==> src/rtl/hc_sr04_ranger_ctrl.sv <==
// HC-SR04 ultrasonic ranger sequencer: periodic trigger, echo synchroniser,
// echo-width measurement in clk ticks, and timeout flagging.
module hc_sr04_ranger_ctrl #(
  parameter int TRIG_TICKS    = 500,
  parameter int PERIOD_TICKS  = 3000000,
  parameter int TIMEOUT_TICKS = 1500000,
  parameter int SYNC_STAGES   = 2
) (
  input  logic        clk,
  input  logic        rst_n,
  input  logic        enable,
  input  logic        echo,
  output logic        trig,
  output logic [20:0] ticks_20ns,
  output logic        valid,
  output logic        timeout,
  output logic        busy
);

  localparam int PER_W = $clog2(PERIOD_TICKS + 1);

  localparam logic [2:0] IDLE      = 3'd0;
  localparam logic [2:0] TRIG      = 3'd1;
  localparam logic [2:0] WAIT_RISE = 3'd2;
  localparam logic [2:0] MEASURE   = 3'd3;
  localparam logic [2:0] HOLDOFF   = 3'd4;

  localparam logic [20:0]      TRIG_LAST = 21'(TRIG_TICKS - 1);
  localparam logic [20:0]      TO_LAST   = 21'(TIMEOUT_TICKS - 1);
  localparam logic [PER_W-1:0] PER_LAST  = PER_W'(PERIOD_TICKS - 1);

  logic [SYNC_STAGES-1:0] sync_reg;
  logic                   echo_d_reg;
  logic                   echo_s;
  logic                   rise;
  logic                   fall;

  logic [2:0]       state_reg, state_next;
  logic [PER_W-1:0] per_cnt_reg, per_cnt_next;
  logic [20:0]      ph_cnt_reg, ph_cnt_next;
  logic [20:0]      width_reg, width_next;
  logic [20:0]      ticks_reg, ticks_next;
  logic             trig_reg, trig_next;
  logic             valid_reg, valid_next;
  logic             timeout_reg, timeout_next;
  logic             busy_reg, busy_next;

  assign echo_s = sync_reg[SYNC_STAGES-1];
  assign rise   = echo_s & ~echo_d_reg;
  assign fall   = ~echo_s & echo_d_reg;

  always_ff @(posedge clk or negedge rst_n) begin
    if (!rst_n) begin
      sync_reg   <= '0;
      echo_d_reg <= 1'b0;
    end else begin
      sync_reg   <= {sync_reg[SYNC_STAGES-2:0], echo};
      echo_d_reg <= echo_s;
    end
  end

  always_comb begin
    state_next   = state_reg;
    trig_next    = trig_reg;
    width_next   = width_reg;
    ticks_next   = ticks_reg;
    valid_next   = 1'b0;
    timeout_next = 1'b0;
    case (state_reg)
      IDLE: begin
        if (enable) begin
          state_next = TRIG;
          trig_next  = 1'b1;
        end
      end
      TRIG: begin
        if (ph_cnt_reg == TRIG_LAST) begin
          state_next = WAIT_RISE;
          trig_next  = 1'b0;
        end
      end
      WAIT_RISE: begin
        // Only a genuine edge starts a measurement; a level already high is stale.
        if (rise) begin
          state_next = MEASURE;
          width_next = 21'd1;
        end else if (ph_cnt_reg == TO_LAST) begin
          state_next   = HOLDOFF;
          timeout_next = 1'b1;
        end
      end
      MEASURE: begin
        if (fall) begin
          state_next = HOLDOFF;
          ticks_next = width_reg;
          valid_next = 1'b1;
        end else begin
          width_next = width_reg + 21'd1;
          if (width_reg == TO_LAST) begin
            state_next   = HOLDOFF;
            timeout_next = 1'b1;
          end
        end
      end
      HOLDOFF: begin
        // A live echo keeps us here so the next trigger never overlaps it.
        if (per_cnt_reg >= PER_LAST && !echo_s) begin
          if (enable) begin
            state_next = TRIG;
            trig_next  = 1'b1;
          end else begin
            state_next = IDLE;
          end
        end
      end
      default: begin
        state_next = IDLE;
        trig_next  = 1'b0;
      end
    endcase
  end

  always_comb begin
    per_cnt_next = per_cnt_reg;
    if (state_next == TRIG && state_reg != TRIG)
      per_cnt_next = '0;
    else if (state_reg != IDLE && per_cnt_reg != '1)
      per_cnt_next = per_cnt_reg + 1'b1;

    ph_cnt_next = ph_cnt_reg;
    if (state_next != state_reg)
      ph_cnt_next = '0;
    else if (ph_cnt_reg != '1)
      ph_cnt_next = ph_cnt_reg + 21'd1;

    busy_next = (state_next != IDLE);
  end

  always_ff @(posedge clk or negedge rst_n) begin
    if (!rst_n) begin
      state_reg   <= IDLE;
      per_cnt_reg <= '0;
      ph_cnt_reg  <= '0;
      width_reg   <= '0;
      ticks_reg   <= '0;
      trig_reg    <= 1'b0;
      valid_reg   <= 1'b0;
      timeout_reg <= 1'b0;
      busy_reg    <= 1'b0;
    end else begin
      state_reg   <= state_next;
      per_cnt_reg <= per_cnt_next;
      ph_cnt_reg  <= ph_cnt_next;
      width_reg   <= width_next;
      ticks_reg   <= ticks_next;
      trig_reg    <= trig_next;
      valid_reg   <= valid_next;
      timeout_reg <= timeout_next;
      busy_reg    <= busy_next;
    end
  end

  assign trig       = trig_reg;
  assign ticks_20ns = ticks_reg;
  assign valid      = valid_reg;
  assign timeout    = timeout_reg;
  assign busy       = busy_reg;

endmodule

==> config.mk <==
export PLATFORM = sky130hd
export DESIGN_NAME = hc_sr04_ranger_ctrl
export DESIGN_NICKNAME = d
export VERILOG_FILES = /design/src/rtl/hc_sr04_ranger_ctrl.sv
export SDC_FILE = /design/constraint.sdc
export NUM_CORES = 1
export LEC_CHECK = 0
export CAP_MARGIN = 40
export CELL_PAD_IN_SITES_DETAIL_PLACEMENT = 1
export CELL_PAD_IN_SITES_GLOBAL_PLACEMENT = 1
export CORE_MARGIN = 4
export CORE_UTILIZATION = 52
export CTS_BUF_LIST = sky130_fd_sc_hd__clkbuf_2
export DETAILED_ROUTE_END_ITERATION = 6
export DONT_BUFFER_PORTS = 1
export PLACE_DENSITY_LB_ADDON = 0.12
export REMOVE_ABC_BUFFERS = 1
export SLEW_MARGIN = 10
export SYNTH_ARGS = -nofsm -noshare
export SYNTH_HDL_FRONTEND = slang
export SYNTH_SLANG_ARGS = --single-unit
==> constraint.sdc <==
create_clock -name clk -period 2.7 [get_ports clk]
set_clock_uncertainty 0.2 [all_clocks]
set_input_delay 0.675 -clock clk [delete_from_list [all_inputs] [get_ports clk]]
set_output_delay 0.675 -clock clk [all_outputs]
set_load 0.01 [all_outputs]
=== Word-level counts from Yosys, hierarchy flattened ===
Index checks and enable logic that the tools add are counted.

* Word-level logic and storage cells: 77
* Bits in registers: 95
* Input port bits: 4
* Output and inout bits: 25

* Magnitude comparators: 1
* Add/subtract/negate cells: 3
* Multiplexer cells: 27
* Bitwise logic cells: 5
* Eq/ne operators: 16
* Reductions and logical operators: 14

{| class="wikitable"
|+ Operator list
! kind !! count
|-
| $mux W21 || 4
|-
| $mux W22 || 2
|-
| $add A21 B1 Y21 const B || 2
|-
| $eq A21 B21 Y1 const B || 2
|-
| $pmux W21 S2 || 1
|-
| $add A22 B1 Y22 const B || 1
|-
| $ge A22 B22 Y1 const B || 1
|-
| $ne A22 B22 Y1 const B || 1
|-
| $eq A21 B9 Y1 const B || 1
|-
| $mux W3 || 7
|-
| $ne A21 B21 Y1 const B || 1
|-
| $pmux W3 S5 || 1
|-
| $mux W1 || 10
|-
| $ne A2 B2 Y1 const B || 4
|-
| $eq A3 B1 Y1 const B || 2
|-
| $eq A3 B2 Y1 const B || 2
|-
| $reduce_and A3 Y1 || 2
|-
| $reduce_bool A2 Y1 || 3
|-
| $reduce_bool A3 Y1 || 2
|-
| $pmux W1 S4 || 1
|-
| $eq A3 B3 Y1 const B || 1
|-
| $logic_and A1 B1 Y1 || 3
|-
| $logic_not A3 Y1 || 1
|-
| $ne A3 B1 Y1 const B || 1
|-
| other kinds (7) || 10
|}

=== Depth between registers and ports, before layout ===
Gate-level depths: netlist of run 1.

* Depth in word-level cells: 7
* Mapped depth: 9
* Depth with buffers taken out: 7

=== Least setup slack after synthesis of run 1 ===
OpenSTA, ideal clock, no wires.

* Path type: register to register
* Start: reg ph_cnt_reg[3]
* End: reg ph_cnt_reg[17]
* Buffers on the path: 1
* Arrival: 2136 ps
* Stages on the path, launching flop included: 7
* Data required time: 2380 ps
* Slack: 244 ps
* Clock period less this slack: 2456 ps
* Setup time: 120 ps
* Cells stage by stage: dfrtp_1 -> or4_1 -> nor4_2 -> a31oi_1 -> or4_4 -> buf_6 -> and3b_1

* Longest elaborated chain between the ends: 6
* Elaborated cells on any way between the ends: 12
* Classes of those cells: add/sub: 1; eq/ne: 4; mux: 6; reduce/logical: 1

{| class="wikitable"
|+ Ends and longest elaborated chain
! item !! RTL line !! RTL
|-
| from (decl) || 40 || <nowiki>logic [20:0] ph_cnt_reg, ph_cnt_next;</nowiki>
|-
| from (signal assigned) || 153 || <nowiki>ph_cnt_reg <= ph_cnt_next;</nowiki>
|-
| $eq A21 B21 Y1 || 87 || <nowiki>end else if (ph_cnt_reg == TO_LAST) begin</nowiki>
|-
| $mux W3 || 87 ||
|-
| $mux W3 || 84 || <nowiki>if (rise) begin</nowiki>
|-
| $pmux W3 S5 || 69 || <nowiki>case (state_reg)</nowiki>
|-
| $ne A3 B3 Y1 || 131 || <nowiki>if (state_next != state_reg)</nowiki>
|-
| $mux W21 / $reduce_bool A2 Y1 (equally long branches) || - ||
|}

Several ways; a longest one is shown, not always the timed one. The select of a mux whose other input is x is not followed.
A chain may end at the register's enable or synchronous reset.

=== Worst setup path in the final report of run 1 ===
* Start: reg width_reg[7]
* End: reg ph_cnt_reg[17]

* Longest elaborated chain between the ends: 6
* Elaborated cells on any way between the ends: 7
* Classes of those cells: eq/ne: 2; mux: 4; reduce/logical: 1

{| class="wikitable"
|+ Ends and longest elaborated chain
! item !! RTL line !! RTL
|-
| from (decl) || 41 || <nowiki>logic [20:0] width_reg, width_next;</nowiki>
|-
| from (signal assigned) || 154 || <nowiki>width_reg <= width_next;</nowiki>
|-
| $eq A21 B21 Y1 (*) || 99 || <nowiki>if (width_reg == TO_LAST) begin</nowiki>
|-
| $mux W3 (*) || 99 ||
|-
| $mux W3 (*) || 93 || <nowiki>if (fall) begin</nowiki>
|-
| $pmux W3 S5 (*) || 69 ||
|-
| $ne A3 B3 Y1 (*) || 131 ||
|-
| $mux W21 / $reduce_bool A2 Y1 (equally long branches) || - ||
|}

Every way passes the cells marked *; elsewhere a longest branch is shown, timed or not.

==> results of run 1 <==
-- layer usage --
| layer | vias up | global-route usage, % | part of all wire (%) |
|---|---|---|---|
| met1 | 1921 | 29.19 | 46 |
| li1 | 1809 | - | - |
| met2 | 60 | 37.73 | 50 |
| met5 | - | 0 | 0 |
| met4 | 0 | 7.597 | 1.9 |
| met3 | 17 | 3.662 | 2.8 |
-- stage by stage --
| stage | worst slack [ns] | TNS, ns | hold slack, ns | cells | cell area, um^2 |
|---|---|---|---|---|---|
| after floorplan | -0.1218 | -0.6678 | 0.1312 | 484 | 4747 |
| after global placement | 0.1579 | 0 | 0.1357 | 616 | 5077 |
| after detailed placement | 0.1010 | 0 | 0.1371 | 617 | 5081 |
| after CTS | 0.04498 | 0 | -0.5049 | 634 | 5199 |
| after global routing | -0.03303 | -0.08732 | -0.5445 | 635 | 5225 |
| final | 0.06005 | 0 | -0.4480 | 635 | 5225 |
-- cell type report --
| type | instances | area [um^2] |
|---|---|---|
| fillers | 1021 | 3666 |
| repair buffers | 27 | 214.0 |
| clock inverters | 7 | 62.56 |
| flip-flops and latches | 95 | 2377 |
| clock buffers | 9 | 45.04 |
| multi-input cells | 374 | 2335 |
| well taps | 108 | 135.1 |
| inverters | 15 | 56.30 |
-- timing repair --
action,4_1_cts,5_1_grt
resized for setup,0,4
buffers inserted,0,1
endpoints found under the hold margin,96,95
endpoints found under the setup margin,0,12
-- worst max path at each step --
stage / slack [ns] / to / startpoint / depth (start not counted)
2_1_floorplan: -0.12 / ph_cnt_reg[15] / width_reg[0] / 7
3_3_place_gp: 0.16 / ph_cnt_reg[15] / ph_cnt_reg[20] / 5
3_5_place_dp: 0.10 / ph_cnt_reg[17] / width_reg[1] / 6
4_1_cts: 0.04 / ph_cnt_reg[17] / width_reg[0] / 6
5_1_grt: -0.03 / ph_cnt_reg[17] / width_reg[0] / 8
6_report: 0.06 / ph_cnt_reg[17] / width_reg[7] / 5
-- power groups by stage --
stage | Sequential, mW | Combinational [mW] | Clock [mW]
after global routing | 1.70 | 0.425 | 0.750
after CTS | 1.67 | 0.360 | 0.693
after floorplan | 1.67 | 0.258 | 0
after global placement | 1.69 | 0.332 | 0
after detailed placement | 1.70 | 0.359 | 0
final | 1.68 | 0.361 | 0.674
-- logic make-up after synthesis --
family,Yosys count,share of synthesized area (%)
mux,23,5.327
fa+ha+maj,5,1.190
xor+xnor,52,9.413
simple gates,244,25.39
compound gates,50,6.491
buf+inv,36,3.051
flops,95,49.13
-- placed cells by master (no fill, tap or decap), types with 3 or more instances in the layout --
cell type / Yosys / routed
nor3_1: 16 / 16
nor4_1: 10 / 10
and3b_1: 3 / 3
a211oi_1: 6 / 6
or4_1: 3 / 3
nand3_1: 34 / 34
clkbuf_2: 0 / 9
and3_1: 9 / 9
inv_1: 15 / 15
nand2_1: 47 / 47
xnor2_1: 19 / 19
nand4_1: 16 / 16
mux2_2: 22 / 22
o21ai_0: 10 / 10
or3_1: 8 / 8
buf_4: 0 / 24
and4_1: 7 / 7
xor2_1: 33 / 33
dfrtp_1: 95 / 95
nand4bb_1: 3 / 3
a21oi_1: 18 / 18
nor2_1: 75 / 73
-- critical path: stages, from the launching register on --
cell,delay (ns)
dfrtp_1,0.48
nand4bb_1,0.19
or4_4,0.56
o211a_1,0.24
or4_4,0.63
and3b_1,0.23
==> summary.md, run 1 <==
| Metric | Value |
|---|---|
| Run status | finished with violations |
| Failing checks | hold timing |
| R2R cell count | 5 |
| Synth warn | 0 |
| Port Buffers | 0 |
| Worst-path clk slew | 0.31 ns |
| Die width | 104.5 um |
| GRT Total Usage | 22.36% |
| Core area | 8891 um^2 |
| Post-route ant nets | 0 |
| Area leader, netlist | dfrtp_1 |
| Final WL | 11570 um |
| IO Pins | 29 |
| Mean Syn Cell Area | 9.581 um^2 |
| Fin crit share | 97.78% |
| Final Slew Violations | 0 |
| ANT cells | 0 |
| Hold Crit Class | in -> async |
| Main flop type after synthesis | dfrtp_1 |
| Tmin final | 2.640 ns |
| Max reg flops | 22 |
| Starting Density | 54.42% |
| Sw power | 0.8680 mW |
| Slew margin rel. | 55.70% |
| Initial antenna violation count | 0 |
| Synth cell count leaders | dfrtp_1, nor2_1, nand2_1 |
| Leak pwr | approximately 2.4 nW |
| Worst EP required | 2.95 ns |
| Cell area after synthesis | about 4800 um^2 |
| Synth Instances | 505 |
| Worst-skew pair later-pin latency | around 0.56 ns |
| Cell with the most instances after synthesis | dfrtp_1 |
| Max FO, Critical Path | 21 |
| Seq/Total Area, Yosys | 49.13% |
| Initial drt markers | roughly 160 |
| Reg-to-Reg Start | width_reg[7] |
| Via count | 3807 |
| Cts bufs inserted | 9 |
| DIE AREA | between 10000 and 15000 um^2 |
| Fmax | 0.3788 GHz |
| Final Hold Viols | 95 |
| # H-tree levels | 3 |
| Setup CP Type | reg -> reg |
| Total design power | 2.714 mW |
| Logic pwr share | 13.3% |
| Max-Cap Viols | 0 |
| DP Wirelength | ~8300 um |
| First-pass GRT wire length | 20020 um |
| Vias in the first global route | about 4000 |
| #FFs+latches synth | between 90 and 100 |
| PD cells | 519.3 nW/um^2 |
| Synth top area share | around half |
| P&R area growth vs syn | 7.991% |
| Layout Nets | 529 |
| Share of power burned in registers | 61.9% |
| Fin Hold WS | -0.4480 ns |
| Number of synthesized flops with an enable pin | 0 |
| Clk pwr share | 24.8% |
| DRC | 0 |
| Row Count | 34 |
| Congestion Overflow GR | 0 |
| Clock Sinks | 95 |
| Layout cell share with drive strength beyond 1 | 13.66% |
| FF-to-FF End | ph_cnt_reg[17] |
| Worst-margin pin slew | 0.6585 ns |
| Yosys cell types | 46 |
| VDD IR-drop max | 348.2 uV |
| Vias per cell | 5.995 |
| Final design utilization | 58.77% |
| Int Power | 1.846 mW |
| Clk buf depth | 2 |
| Placer congestion estimate | 0.8461 |
| Hold buffers post-CTS | 1 |
| Worst Setup Start Kind | register |
| Chip height | about 100 um |
| Routed wire per std cell | between 15 and 20 um |
| Switching Share | between 30% and 40% |
| Pre-Repair DR Iteration Count | 4 |
| Ys async rst share | 100.0% |
| CTS tree | yes |
| Arr. time, crit path | ~2.9 ns |
| Worst Setup End Kind | register |
| RSZ-0062 raised after global routing | true |
| Final-report setup violation count | 0 |
| Root Driver | clkbuf_2 |
| R2r setup slk | 0.06 ns |
| Pin count of the biggest net entering global routing | 96 |
| Area contributors post-synth | dfrtp_1, xor2_1, nor2_1 |
Power figures use the tool's default switching activity.
==> run 2: changes to the inputs <==
Settings changed: CORE_UTILIZATION 52 to 48, DONT_BUFFER_PORTS 1 to not set, PLACE_DENSITY_LB_ADDON 0.12 to 0.1.
==> summary.md, run 2 (synthesis gave the netlist of run 1 again) <==
| Metric | Value |
|---|---|
| Starting Density | 49.50% |
| # H-tree levels | 3 |
| Hold Path Depth | 0 |
| Die width | 108.4 um |
| Total design power | 2.675 mW |
| VDD IR-drop max | 405.5 uV |
| Final Hold Viols | 0 |
| Switching Share | a little under a third |
| IO Pins | 29 |
| Slew margin rel. | 57.20% |
| Cell mode on critical path | or4_4 |
| Crit path cell chain | ha_2 > nand3_1 > or4_4 > o211a_4 > or4_4 > and3b_1 |
| Arr. time, crit path | about 2.9 ns |
| Worst setup margin | 0.07130 ns |
| Fin crit share | 97.36% |
| CP top delay family | simple AND/OR/NAND/NOR gates |
| Final Slew Violations | 0 |
| Max FO, Critical Path | 11 |
| Layout Nets | 561 |
| Tmin final | 2.629 ns |
| Layout cell share with drive strength beyond 1 | 13.77% |
| Clk buf depth | 2 |
| Clk pwr share | a little under a quarter |
| GRT Total Usage | between 20 and 25% |
| Slowest cell on crit path | or4_4 |
| Initial antenna violation count | 0 |
| Post-Place Setup Slack | between 0.07 and 0.08 ns |
| Chip height | between 100 and 150 um |
| PD cells | 481.0 nW/um^2 |
| DIE AREA | 11750 um^2 |
| Congestion Overflow GR | 0 |
| FILL cells | 1125 |
| Cts bufs inserted | 9 |
| Vias in the first global route | 4178 |
| Worst Setup End Kind | register |
| Cell Count, Final, Fillers Out | slightly below 700 |
| DRC | 0 |
| Pin count of the biggest net entering global routing | ~40 |
| Hold Crit Class | reg -> reg |
| Max-Cap Viols | 0 |
| Critical path buffers and inverters | 0 |
| Routed wire per std cell | approximately 17 um |
| Most frequent cells in the layout | dfrtp_1, nor2_1, nand2_1, nand3_1, xor2_1 |
| Share of power burned in registers | 62.5% |
| Leak pwr | 2.521 nW |
| Row Count | 36 |
| Worst-skew pair later-pin latency | 0.55 ns |
| Vias per cell | 5.708 |
| Max reg flops | 22 |
| Critical Path Max Stage Delay | 0.63 ns |
| RSZ-0062 raised after global routing | true |
| Worst-margin pin slew | 0.6376 ns |
| Post-route ant nets | 0 |
| Worst-path clk slew | between 0.2 and 0.3 ns |
| Fmax | 0.3804 GHz |
| Int Power | 1.838 mW |
| Setup CP Type | reg -> reg |
| Run status | finished clean |
| CTS tree | yes |
| Final WL | 12050 um |
| ANT cells | 0 |
| Initial drt markers | 213 |
| Worst Setup Start Kind | register |
| Root Driver | clkbuf_2 |
| Placer congestion estimate | between 0.8 and 0.9 |
| Most common cell after layout, fill and taps aside | dfrtp_1 |
| Pre-Repair DR Iteration Count | 4 |
| R2R cell count | 6 |
| DP Wirelength | 8600 um |
| Final-report setup violation count | 0 |
| Logic pwr share | 14.8% |
| Crit. path cell count | 6 |
| P&R area growth vs syn | 14.95% |
| Clock Sinks | 95 |
| Core area | ~10000 um^2 |
| First-pass GRT wire length | between 20000 and 25000 um |
| Dpl cells | 673 |
| Via count | 3950 |
| Worst EP required | 2.96 ns |
| Port Buffers | 28 |
| Sw power | 0.8373 mW |
run 2: layout make-up:
| type | count | area, um^2 | share of cell area (%) |
|---|---|---|---|
| clock buffers | 11 | 55.05 | 0.9899 |
| clock inverters | 5 | 35.03 | 0.6299 |
| inverters | 15 | 56.30 | 1.012 |
| multi-input cells | 375 | 2345 | 42.16 |
| flip-flops and latches | 95 | 2377 | 42.74 |
| well taps | 133 | 166.4 | 2.992 |
| repair buffers | 58 | 526.8 | 9.471 |
run 2: power groups by stage:
stage	registers, mW	logic, mW	clock network [mW]
2_1_floorplan	1.67	0.258	0
3_3_place_gp	1.69	0.376	0
3_5_place_dp	1.69	0.396	0
4_1_cts	1.67	0.399	0.635
5_1_grt	1.70	0.465	0.703
6_report	1.67	0.395	0.608
run 2: timing repair:
action	CTS	global route
hold buffers	1	0
endpoints found under the hold margin	34	0
buffers inserted	0	1
gates resized for setup	0	5
setup endpoints to repair	0	17
run 2: final timing paths:
kind	slack (ns)	startpoint	end
worst min register to register	0.19	sync_reg[0]	sync_reg[1]
max in group asynchronous	1.25	rst_n	width_reg[8]
min in group asynchronous	0.38	rst_n	ph_cnt_reg[16]
worst max-delay path	0.07	width_reg[0]	ph_cnt_reg[15]
worst max register to register	0.07	width_reg[0]	ph_cnt_reg[15]
worst min-delay path	0.19	sync_reg[0]	sync_reg[1]
run 2: metrics by stage:
stage / hold slack, ns / setup TNS (ns) / utilization (%) / cell area (um^2)
4_1_cts: 0.1898 / 0 / 56.53 / 5525
5_1_grt: 0.2035 / -0.01609 / 56.90 / 5562
6_report: 0.1873 / 0 / 56.90 / 5562
2_1_floorplan: 0.1312 / -0.6678 / - / 4747
3_3_place_gp: 0.1412 / 0 / 55.47 / 5421
3_5_place_dp: 0.1402 / 0 / 55.50 / 5425
run 2: metal layers:
metal  share of wire, %  global-route usage, %  vias to the layer above
met3                3.1                  3.522                       15
met2                 51                  38.39                       64
met1                 44                  28.46                     2007
met4                1.9                  6.041                        0
li1                   -                      -                     1864
met5                  0                      0                        -
==> run 3: changes to the inputs <==
Settings changed: CORE_MARGIN 4 to 2, REMOVE_ABC_BUFFERS 1 to not set.
==> summary.md, run 3 (synthesis gave the netlist of run 1 again) <==
| Metric | Value |
|---|---|
| DIE AREA | 10900 um^2 |
| # H-tree levels | 3 |
| Switching Share | 30.33% |
| Pre-Repair DR Iteration Count | 4 |
| R2r setup slk | 0.11 ns |
| Slew margin rel. | 52.22% |
| Root Driver | clkbuf_2 |
| Share of power burned in registers | 60.0% |
| Most frequent cells in the layout | dfrtp_1, nor2_1, nand2_1, nand3_1, xor2_1 |
| Final Slew Violations | 0 |
| Fmax | 0.3861 GHz |
| Routed wire per std cell | 17.93 um |
| Post-route design area | 5633 um^2 |
| Worst-skew pair later-pin latency | 0.61 ns |
| Cts bufs inserted | 9 |
| Arr. time, crit path | 2.91 ns |
| Reg-to-Reg Start | width_reg[1] |
| Layout Nets | 564 |
| Initial antenna violation count | 0 |
| DRC | 0 |
| Logic pwr share | 15.7% |
| First-pass GRT wire length | 20690 um |
| Final WL | 12440 um |
| Vias in the first global route | 4180 |
| Row Count | 36 |
| Clk buf depth | 2 |
| Most common cell after layout, fill and taps aside | dfrtp_1 |
| Tmin final | 2.590 ns |
| Max reg flops | 22 |
| Placed cell area | 5446 um^2 |
| Setup CP Type | reg -> reg |
| Worst-path clk slew | 0.24 ns |
| Uppermost layer routed | met4 |
| Vias per cell | 5.657 |
| Leak pwr | 2.554 nW |
| CP endpoint | ph_cnt_reg[2] |
| IO Pins | 29 |
| Placer congestion estimate | 0.8802 |
| Int Power | 1.936 mW |
| Clk pwr share | 24.3% |
| Post-route ant nets | 0 |
| Worst Setup End Kind | register |
| Run status | finished clean |
| Chip height | roughly 100 um |
| Fin crit share | about 96% |
| Hold Crit Class | reg -> reg |
| Via count | 3926 |
| DP Wirelength | 8801 um |
| Worst Setup Start Kind | register |
| FF-to-FF End | ph_cnt_reg[2] |
| Max FO, Critical Path | 6 |
| Sw power | 0.8428 mW |
| P&R area growth vs syn | 16.42% |
| VDD IR-drop max | 447.0 uV |
| Worst Setup SP | width_reg[1] |
| Final design utilization | about 58% |
| PD cells | 493.3 nW/um^2 |
| ANT cells | 0 |
| Max-Cap Viols | 0 |
| Pin count of the biggest net entering global routing | 47 |
| M1 WL | between 5000 and 6000 um |
| Clock Sinks | 95 |
| CTS tree | yes |
| Core area | 9774 um^2 |
| Congestion Overflow GR | 0 |
| Dpl cells | approximately 680 |
| Layout cell share with drive strength beyond 1 | 14.80% |
| Worst-margin pin slew | 0.7118 ns |
| Initial drt markers | 127 |
| Worst EP required | 3.02 ns |
| Port Buffers | 28 |
| GRT Total Usage | 24.00% |
| Met2 wire length | 6127 um |
| Setup TNS | 0 ns |
| Final-report setup violation count | 0 |
| Cell Count, Final, Fillers Out | between 600 and 700 |
| Die width | 104.4 um |
| RSZ-0062 raised after global routing | false |
| FILL cells | 1135 |
| Met3 routed WL | 342 um |
| Final Hold Viols | 0 |
| Total design power | roughly 2.8 mW |
| Starting Density | 49.50% |
| Syn Nets | between 500 and 600 |
| R2R cell count | 7 |
run 3: critical path, cell delays in order (launching register included):
cell      delay [ns]
dfrtp_2         0.47
ha_4            0.15
nand3_1         0.09
or4_4           0.53
o211a_4         0.27
or4_4           0.60
o211ai_1        0.13
nor2_1          0.06
run 3: cell type report:
class | instances | area [um^2] | share of cell area (%)
Multi-Input combinational cell | 376 | 2381 | 42.27
Sequential cell | 95 | 2379 | 42.23
Timing Repair Buffer | 60 | 548.0 | 9.729
Tap cell | 133 | 166.4 | 2.954
Inverter | 15 | 56.30 | 0.9996
Clock buffer | 11 | 55.05 | 0.9773
Clock inverter | 4 | 47.55 | 0.8441
run 3: how the worst min path moves through the flow:
stage | from | to | depth (start not counted)
after CTS | sync_reg[0] | sync_reg[1] | 0
final | sync_reg[0] | sync_reg[1] | 0
after global routing | sync_reg[0] | sync_reg[1] | 0
after floorplan | sync_reg[0] | sync_reg[1] | 0
after detailed placement | sync_reg[0] | sync_reg[1] | 0
after global placement | sync_reg[0] | sync_reg[1] | 0
run 3: what timing repair did:
action	CTS	global route
gates resized for setup	0	10
setup buffers	0	1
setup endpoints to repair	0	21
hold buffers	1	0
endpoints found under the hold margin	25	0
run 3: routing by layer:
layer  GRT usage [%]  vias up
met3           5.326       12
met4           6.564        0
met2           39.87       54
met5               0        -
met1           31.68     1977
li1                -     1883
run 3: metrics by stage:
step / setup WS, ns / hold WS [ns]
floorplan: 0.2442 / 0.1312
global placement: 0.1330 / 0.1349
detailed placement: 0.06664 / 0.1385
CTS: 0.05227 / 0.1833
global route: 0.006296 / 0.1907
finish: 0.1098 / 0.1776
run 3: power by group through the flow:
stage / Sequential (mW) / Combinational [mW] / Clock, mW
finish: 1.67 / 0.436 / 0.676
global route: 1.69 / 0.499 / 0.754
CTS: 1.66 / 0.428 / 0.714
detailed placement: 1.69 / 0.424 / 0
global placement: 1.68 / 0.393 / 0
floorplan: 1.65 / 0.290 / 0
